--- src/rtl/ps2_host_tx.sv ---
// PS/2 host-to-device command transmitter driving open-drain clock/data enables.
// Optional macro PS2_TX_RETRY_EN: resend the latched byte once after a NACK or timeout.
module ps2_host_tx #(
  parameter int unsigned INHIBIT_CYCLES = 10000,
  parameter int unsigned TIMEOUT_CYCLES = 2000000,
  parameter int unsigned SYNC_STAGES    = 2
) (
  input  logic       clk,
  input  logic       rst,
  input  logic       tx_valid,
  input  logic [7:0] tx_data,
  output logic       tx_ready,
  input  logic       ps2_clk_i,
  input  logic       ps2_data_i,
  output logic       clk_oe,
  output logic       data_oe,
  output logic       busy,
  output logic       tx_done,
  output logic       tx_err
);

  localparam int unsigned CNT_MAX = (TIMEOUT_CYCLES > INHIBIT_CYCLES) ? TIMEOUT_CYCLES : INHIBIT_CYCLES;
  localparam int unsigned CNT_W   = $clog2(CNT_MAX + 1);
  localparam logic [CNT_W-1:0] INH_LAST = CNT_W'(INHIBIT_CYCLES - 1);
  localparam logic [CNT_W-1:0] TO_LAST  = CNT_W'(TIMEOUT_CYCLES - 1);

  typedef enum logic [2:0] {
    S_IDLE, S_INHIBIT, S_RTS, S_SHIFT, S_ACK, S_WAIT_IDLE, S_FAIL
  } state_e;

  state_e                 state_q, state_d;
  logic [CNT_W-1:0]       cnt_q, cnt_d;
  logic [3:0]             bitcnt_q, bitcnt_d;
  logic [8:0]             frame_q, frame_d;
  logic [SYNC_STAGES-1:0] clk_sync_q, clk_sync_d, data_sync_q, data_sync_d;
  logic                   clk_prev_q, clk_prev_d;
  logic                   tx_ready_q, tx_ready_d, clk_oe_q, clk_oe_d, data_oe_q, data_oe_d;
  logic                   busy_q, busy_d, tx_done_q, tx_done_d, tx_err_q, tx_err_d;
`ifdef PS2_TX_RETRY_EN
  logic                   retry_q, retry_d;
`endif
  logic                   clk_s, data_s, fall_c, timeout_c, fail_c;

  assign clk_sync_d  = {clk_sync_q[SYNC_STAGES-2:0], ps2_clk_i};
  assign data_sync_d = {data_sync_q[SYNC_STAGES-2:0], ps2_data_i};
  assign clk_s       = clk_sync_q[SYNC_STAGES-1];
  assign data_s      = data_sync_q[SYNC_STAGES-1];
  assign clk_prev_d  = clk_s;
  assign fall_c      = clk_prev_q & ~clk_s;

  assign tx_ready = tx_ready_q;
  assign clk_oe   = clk_oe_q;
  assign data_oe  = data_oe_q;
  assign busy     = busy_q;
  assign tx_done  = tx_done_q;
  assign tx_err   = tx_err_q;

  // Line synchronizers reset to the idle-high bus level so reset never fakes a fall.
  always_ff @(posedge clk or posedge rst) begin
    if (rst) begin
      state_q     <= S_IDLE;
      cnt_q       <= '0;
      bitcnt_q    <= '0;
      frame_q     <= '0;
      clk_sync_q  <= '1;
      data_sync_q <= '1;
      clk_prev_q  <= 1'b1;
      tx_ready_q  <= 1'b1;
      clk_oe_q    <= 1'b0;
      data_oe_q   <= 1'b0;
      busy_q      <= 1'b0;
      tx_done_q   <= 1'b0;
      tx_err_q    <= 1'b0;
`ifdef PS2_TX_RETRY_EN
      retry_q     <= 1'b0;
`endif
    end else begin
      state_q     <= state_d;
      cnt_q       <= cnt_d;
      bitcnt_q    <= bitcnt_d;
      frame_q     <= frame_d;
      clk_sync_q  <= clk_sync_d;
      data_sync_q <= data_sync_d;
      clk_prev_q  <= clk_prev_d;
      tx_ready_q  <= tx_ready_d;
      clk_oe_q    <= clk_oe_d;
      data_oe_q   <= data_oe_d;
      busy_q      <= busy_d;
      tx_done_q   <= tx_done_d;
      tx_err_q    <= tx_err_d;
`ifdef PS2_TX_RETRY_EN
      retry_q     <= retry_d;
`endif
    end
  end

  always_comb begin
    state_d   = state_q;
    cnt_d     = cnt_q;
    bitcnt_d  = bitcnt_q;
    frame_d   = frame_q;
    data_oe_d = data_oe_q;
    tx_done_d = 1'b0;
    tx_err_d  = 1'b0;
    fail_c    = 1'b0;
    timeout_c = 1'b0;
`ifdef PS2_TX_RETRY_EN
    retry_d   = retry_q;
`endif

    // Shared counter: inhibit length in INHIBIT, fall-to-fall watchdog once the device clocks.
    if (state_q inside {S_RTS, S_SHIFT, S_ACK, S_WAIT_IDLE}) begin
      cnt_d     = fall_c ? '0 : cnt_q + CNT_W'(1);
      timeout_c = !fall_c && (cnt_q == TO_LAST);
    end

    case (state_q)
      S_IDLE: begin
        data_oe_d = 1'b0;
        if (tx_valid && tx_ready_q) begin
          frame_d = {~^tx_data, tx_data};
          cnt_d   = '0;
          state_d = S_INHIBIT;
`ifdef PS2_TX_RETRY_EN
          retry_d = 1'b0;
`endif
        end
      end
      S_INHIBIT: begin
        if (cnt_q == INH_LAST) begin
          cnt_d     = '0;
          data_oe_d = 1'b1;
          state_d   = S_RTS;
        end else begin
          cnt_d = cnt_q + CNT_W'(1);
        end
      end
      S_RTS: begin
        if (fall_c) begin
          data_oe_d = ~frame_q[0];
          bitcnt_d  = 4'd1;
          state_d   = S_SHIFT;
        end
      end
      S_SHIFT: begin
        if (fall_c) begin
          bitcnt_d = bitcnt_q + 4'd1;
          if (bitcnt_q == 4'd9) begin
            data_oe_d = 1'b0;
            state_d   = S_ACK;
          end else begin
            data_oe_d = ~frame_q[bitcnt_q];
          end
        end
      end
      S_ACK: begin
        data_oe_d = 1'b0;
        if (fall_c) begin
          if (data_s) fail_c = 1'b1;
          else        state_d = S_WAIT_IDLE;
        end
      end
      S_WAIT_IDLE: begin
        if (clk_s && data_s) begin
          tx_done_d = 1'b1;
          state_d   = S_IDLE;
        end
      end
      S_FAIL: begin
        data_oe_d = 1'b0;
        state_d   = S_IDLE;
      end
      default: state_d = S_IDLE;
    endcase

    if (timeout_c && !tx_done_d) fail_c = 1'b1;

    if (fail_c) begin
`ifdef PS2_TX_RETRY_EN
      if (!retry_q) begin
        retry_d   = 1'b1;
        cnt_d     = '0;
        data_oe_d = 1'b0;
        state_d   = S_INHIBIT;
      end else begin
        data_oe_d = 1'b0;
        tx_err_d  = 1'b1;
        state_d   = S_FAIL;
      end
`else
      data_oe_d = 1'b0;
      tx_err_d  = 1'b1;
      state_d   = S_FAIL;
`endif
    end

    // Ready is held off during the done pulse so a waiting byte starts one cycle later.
    clk_oe_d   = (state_d == S_INHIBIT);
    busy_d     = (state_d != S_IDLE);
    tx_ready_d = (state_d == S_IDLE) && !tx_done_d;
  end

endmodule
--- config.mk ---
export PLATFORM = sky130hd
export DESIGN_NAME = ps2_host_tx
export DESIGN_NICKNAME = d
export VERILOG_FILES = /design/src/rtl/ps2_host_tx.sv
export SDC_FILE = /design/constraint.sdc
export NUM_CORES = 1
export LEC_CHECK = 0
export ABC_CLOCK_PERIOD_IN_PS = 4000
export CAP_MARGIN = 20
export CORE_MARGIN = 2
export CORE_UTILIZATION = 66
export CTS_BUF_LIST = sky130_fd_sc_hd__clkbuf_4 sky130_fd_sc_hd__clkbuf_8
export DETAILED_ROUTE_END_ITERATION = 10
export PLACE_DENSITY = 0.88
export SYNTH_ARGS = -nofsm -noshare
export SYNTH_HDL_FRONTEND = slang
export SYNTH_SLANG_ARGS = --single-unit
--- constraint.sdc ---
create_clock -name clk -period 4 [get_ports clk]
set_clock_uncertainty 0.05 [all_clocks]
set_input_delay 0.4 -clock clk [delete_from_list [all_inputs] [get_ports clk]]
set_output_delay 0.4 -clock clk [all_outputs]
set_load 0.005 [all_outputs]
==> impl_metrics.csv <==
group,metric,value,unit
pwr,irDropWorstVdd,0.2687,mV
clock_tree,clk_latency,0.30,ns
critical_path,r2r-start,"cnt_q[0]$_DFF_PP0_",
clock_tree,cts_num_sinks,48,
placed_design,dp_hpwl,4061,um
sta,finalSetupViolCount,0,
final_layout,areaGrowthSynthToFinish,11.93,%
clock_tree,cts_resized,0,
synthesis,ys_warn_count,0,
sta,fin_crit,2.386,ns
critical_path,reg2reg_depth,6,
sta,period_share,59.66,%
critical_path,crit_start,"cnt_q[0]$_DFF_PP0_",
floorplan,core_area,0.004029,mm2
route,routedWlPerCell,16.40,um
sta,max_slew.worst_pin.slew,0.7710,ns
final_layout,drive_above_1_share,11.84,%
critical_path,cp-start-kind,"flop",
synthesis,synthArstFlopShare,100.0,%
synthesis,ys_types,69,
critical_path,path_class,"flop to flop",
route,drt-pass1-iter-count,5,
route,viasPerCell,6.340,
synthesis,synth-seq-cells,48,
floorplan,ios,19,
synthesis,syn_area,0.002768,mm2
final_layout,fill_cells,290,
route,wl,6086,um
global_routing,grt_pass1_vias,2131,
clock_tree,clock-root-buffer,"clkbuf_8",
clock_tree,cts_tree,"done",
synthesis,synth_edf_count,0,
clock_tree,clkSlewWorstSetupHoldPaths,0.09,ns
route,ant_nets,0,
global_routing,grt.overflow.total,0,
global_routing,grt_pass1_wl,10030,um
job,drv_cap,0,
clock_tree,cts-buffers-inserted,5,
global_routing,grt_start_max_net_pins,49,
sta,rsz0062_at_grt,"no",
pwr,p_per_area,499.3,mW/mm2
clock_tree,cts_hold_buf,0,
critical_path,crit_slowest_cell,"a21oi_4",
floorplan,die_w,68.76,um
critical_path,path_cells,"ha_1 -> and3_1 -> and4_1 -> a21oi_4 -> nor2_4 -> o311ai_1",
status,status,"completed",
critical_path,arrival,2.54,ns
synthesis,seq_area_frac_synth,43.67,%
route,drtIter0Drc,357,
placed_design,io_buffer_count,18,
clock_tree,postCtsSetupRepairBufs,0,
floorplan,initial_core_util,68.70,%
critical_path,crit_path_max_fanout,24,
synthesis,syn-num-nets,321,
route,route.detailed.drc,0,
critical_path,critical-path-max-stage-delay,0.57,ns
route,via_count,2352,
critical_path,end_kind,"flop",
synthesis,avgSynthCellArea,9.074,um2
floorplan,rows,23,
sta,hold_violations,0,
sta,maxSlewViolCount,0,
final_layout,num_antenna_cells,0,
sta,max_slew_margin,48.60,%
hold_path,worstHoldPathCells,0,
global_routing,antenna_found_initial,0,
floorplan,dieArea,0.004727,mm2
hold_path,min_from,"clk_sync_q[0]$_DFF_PP1_",
final_layout,final_nets,336,
critical_path,cp.required,4.15,ns
synthesis,synth_cells,305,
global_routing,grt_use_total,28.62,%
pwr,p_leak,1.319,nW
sta,max_freq,419.1,MHz
floorplan,die_h,68.76,um
clock_tree,h-tree-depth,2,
clock_tree,clockBufferDepth,2,
hold_path,hold_class,"flop to flop",
sta,hold-worst-slack,0.3112,ns
sta,setup-tns-final,0,ns
placed_design,routabilityCongestion,1.001,
synthesis,synthFlopType,"dfrtp_1",
## cells in the final DEF, fill, tap and decap left out, types with 3 or more instances in the layout
master,count
nand2b_1,3
nor4b_1,3
nand3_1,11
ha_1,3
clkbuf_8,7
dfstp_2,6
xnor2_1,7
o22ai_1,9
o21ai_0,14
nor4_1,3
nand2_1,73
nor3_1,7
a31oi_1,3
a22oi_1,3
nor2b_1,5
dfrtp_1,42
clkdlybuf4s50_1,18
and2_1,5
o211ai_1,6
nor2_1,20
inv_1,6
o21ai_1,6
nand4_1,4
## routing by layer
layer,GRT usage [%],wire (um),vias up
met5,0,0,-
met4,8.088,85,0
met3,5.032,375,14
met2,43.75,2880,118
met1,41.80,2746,1101
li1,-,-,1119
## through the flow
step                      setup slack [ns]  instance area, um2  instances  power [mW]  util (%)
final                                1.614                3098        371       1.547     76.89
after global routing                 1.431                3098        371       1.647     76.89
after CTS                            1.657                3078        370       1.539     76.40
after detailed placement             1.679                2952        362       1.159     73.26
after global placement               1.737                2952        362       1.131     73.26
after floorplan                      2.216                2768        305       1.031         -
## registers in the layout (all words and copies together) (netlist names)
name / cells
clk_sync_q: 2
bitcnt_q: 4
frame_q: 9
data_sync_q: 2
clk_prev_q: 1
state_q: 3
tx_ready: 1
tx_done: 1
clk_oe: 1
tx_err: 1
data_oe: 1
cnt_q: 21
busy: 1
## power by group
part	internal, mW	switching [mW]	leakage [nW]
registers	0.603	0.157	0.611
logic	0.189	0.213	0.644
clock network	0.221	0.164	0.0645
## synthesized netlist by cell type, types with 3 or more instances
master | instances | share of area [%]
nor3_1 | 7 | 1.3
buf_2 | 5 | 0.90
o211ai_1 | 6 | 1.6
a22oi_1 | 3 | 0.81
nor4_1 | 3 | 0.68
o21ai_1 | 6 | 1.1
nand2b_1 | 3 | 0.68
nand3_1 | 11 | 2.0
clkbuf_1 | 4 | 0.54
nor4b_1 | 3 | 0.95
dfrtp_1 | 42 | 38
o22ai_1 | 9 | 2.0
ha_1 | 3 | 1.4
dfstp_2 | 6 | 5.7
a31oi_1 | 3 | 0.68
nand2_1 | 73 | 9.9
and2_1 | 5 | 1.1
nor2b_1 | 5 | 1.1
nand4_1 | 4 | 0.90
inv_1 | 7 | 0.95
o21ai_0 | 14 | 2.5
xnor2_1 | 7 | 2.2
nor2_1 | 20 | 2.7
## layout make-up
class | instances | area [um2] | share of cell area, %
inverters | 7 | 26.28 | 0.8481
repair buffers | 20 | 207.7 | 6.704
clock buffers | 7 | 96.34 | 3.110
clock inverters | 1 | 30.03 | 0.9693
flip-flops and latches | 48 | 1209 | 39.01
multi-input cells | 238 | 1466 | 47.33
well taps | 50 | 62.56 | 2.019
## path summary, 6_finish.rpt
kind | end | slack, ns
max in group asynchronous | tx_ready$_DFF_PP1_ | 2.98
max reg2reg | cnt_q[17]$_DFF_PP0_ | 1.61
max | cnt_q[17]$_DFF_PP0_ | 1.61
min reg2reg | clk_sync_q[1]$_DFF_PP1_ | 0.31
min in group asynchronous | bitcnt_q[1]$_DFFE_PP0P_ | 0.36
min | clk_sync_q[1]$_DFF_PP1_ | 0.31
## kinds of logic after synthesis
group | Yosys count | share of synthesized area [%]
AO/OA/AOI/OAI | 63 | 16.19
XOR/XNOR | 9 | 2.848
adder cells (fa/ha/maj) | 3 | 1.356
buffers and inverters | 19 | 3.345
flip-flops | 48 | 43.67
multiplexers | 3 | 1.989
AND/OR/NAND/NOR | 160 | 30.61
## worst max-delay path, delay by kind of cell (launching register included)
kind | cells | cell delay, ns
fa+ha+maj | 1 | 0.25
simple gates | 3 | 0.64
flops | 1 | 0.44
compound gates | 2 | 0.88
No activity file was read; power rests on OpenSTA's default activity.
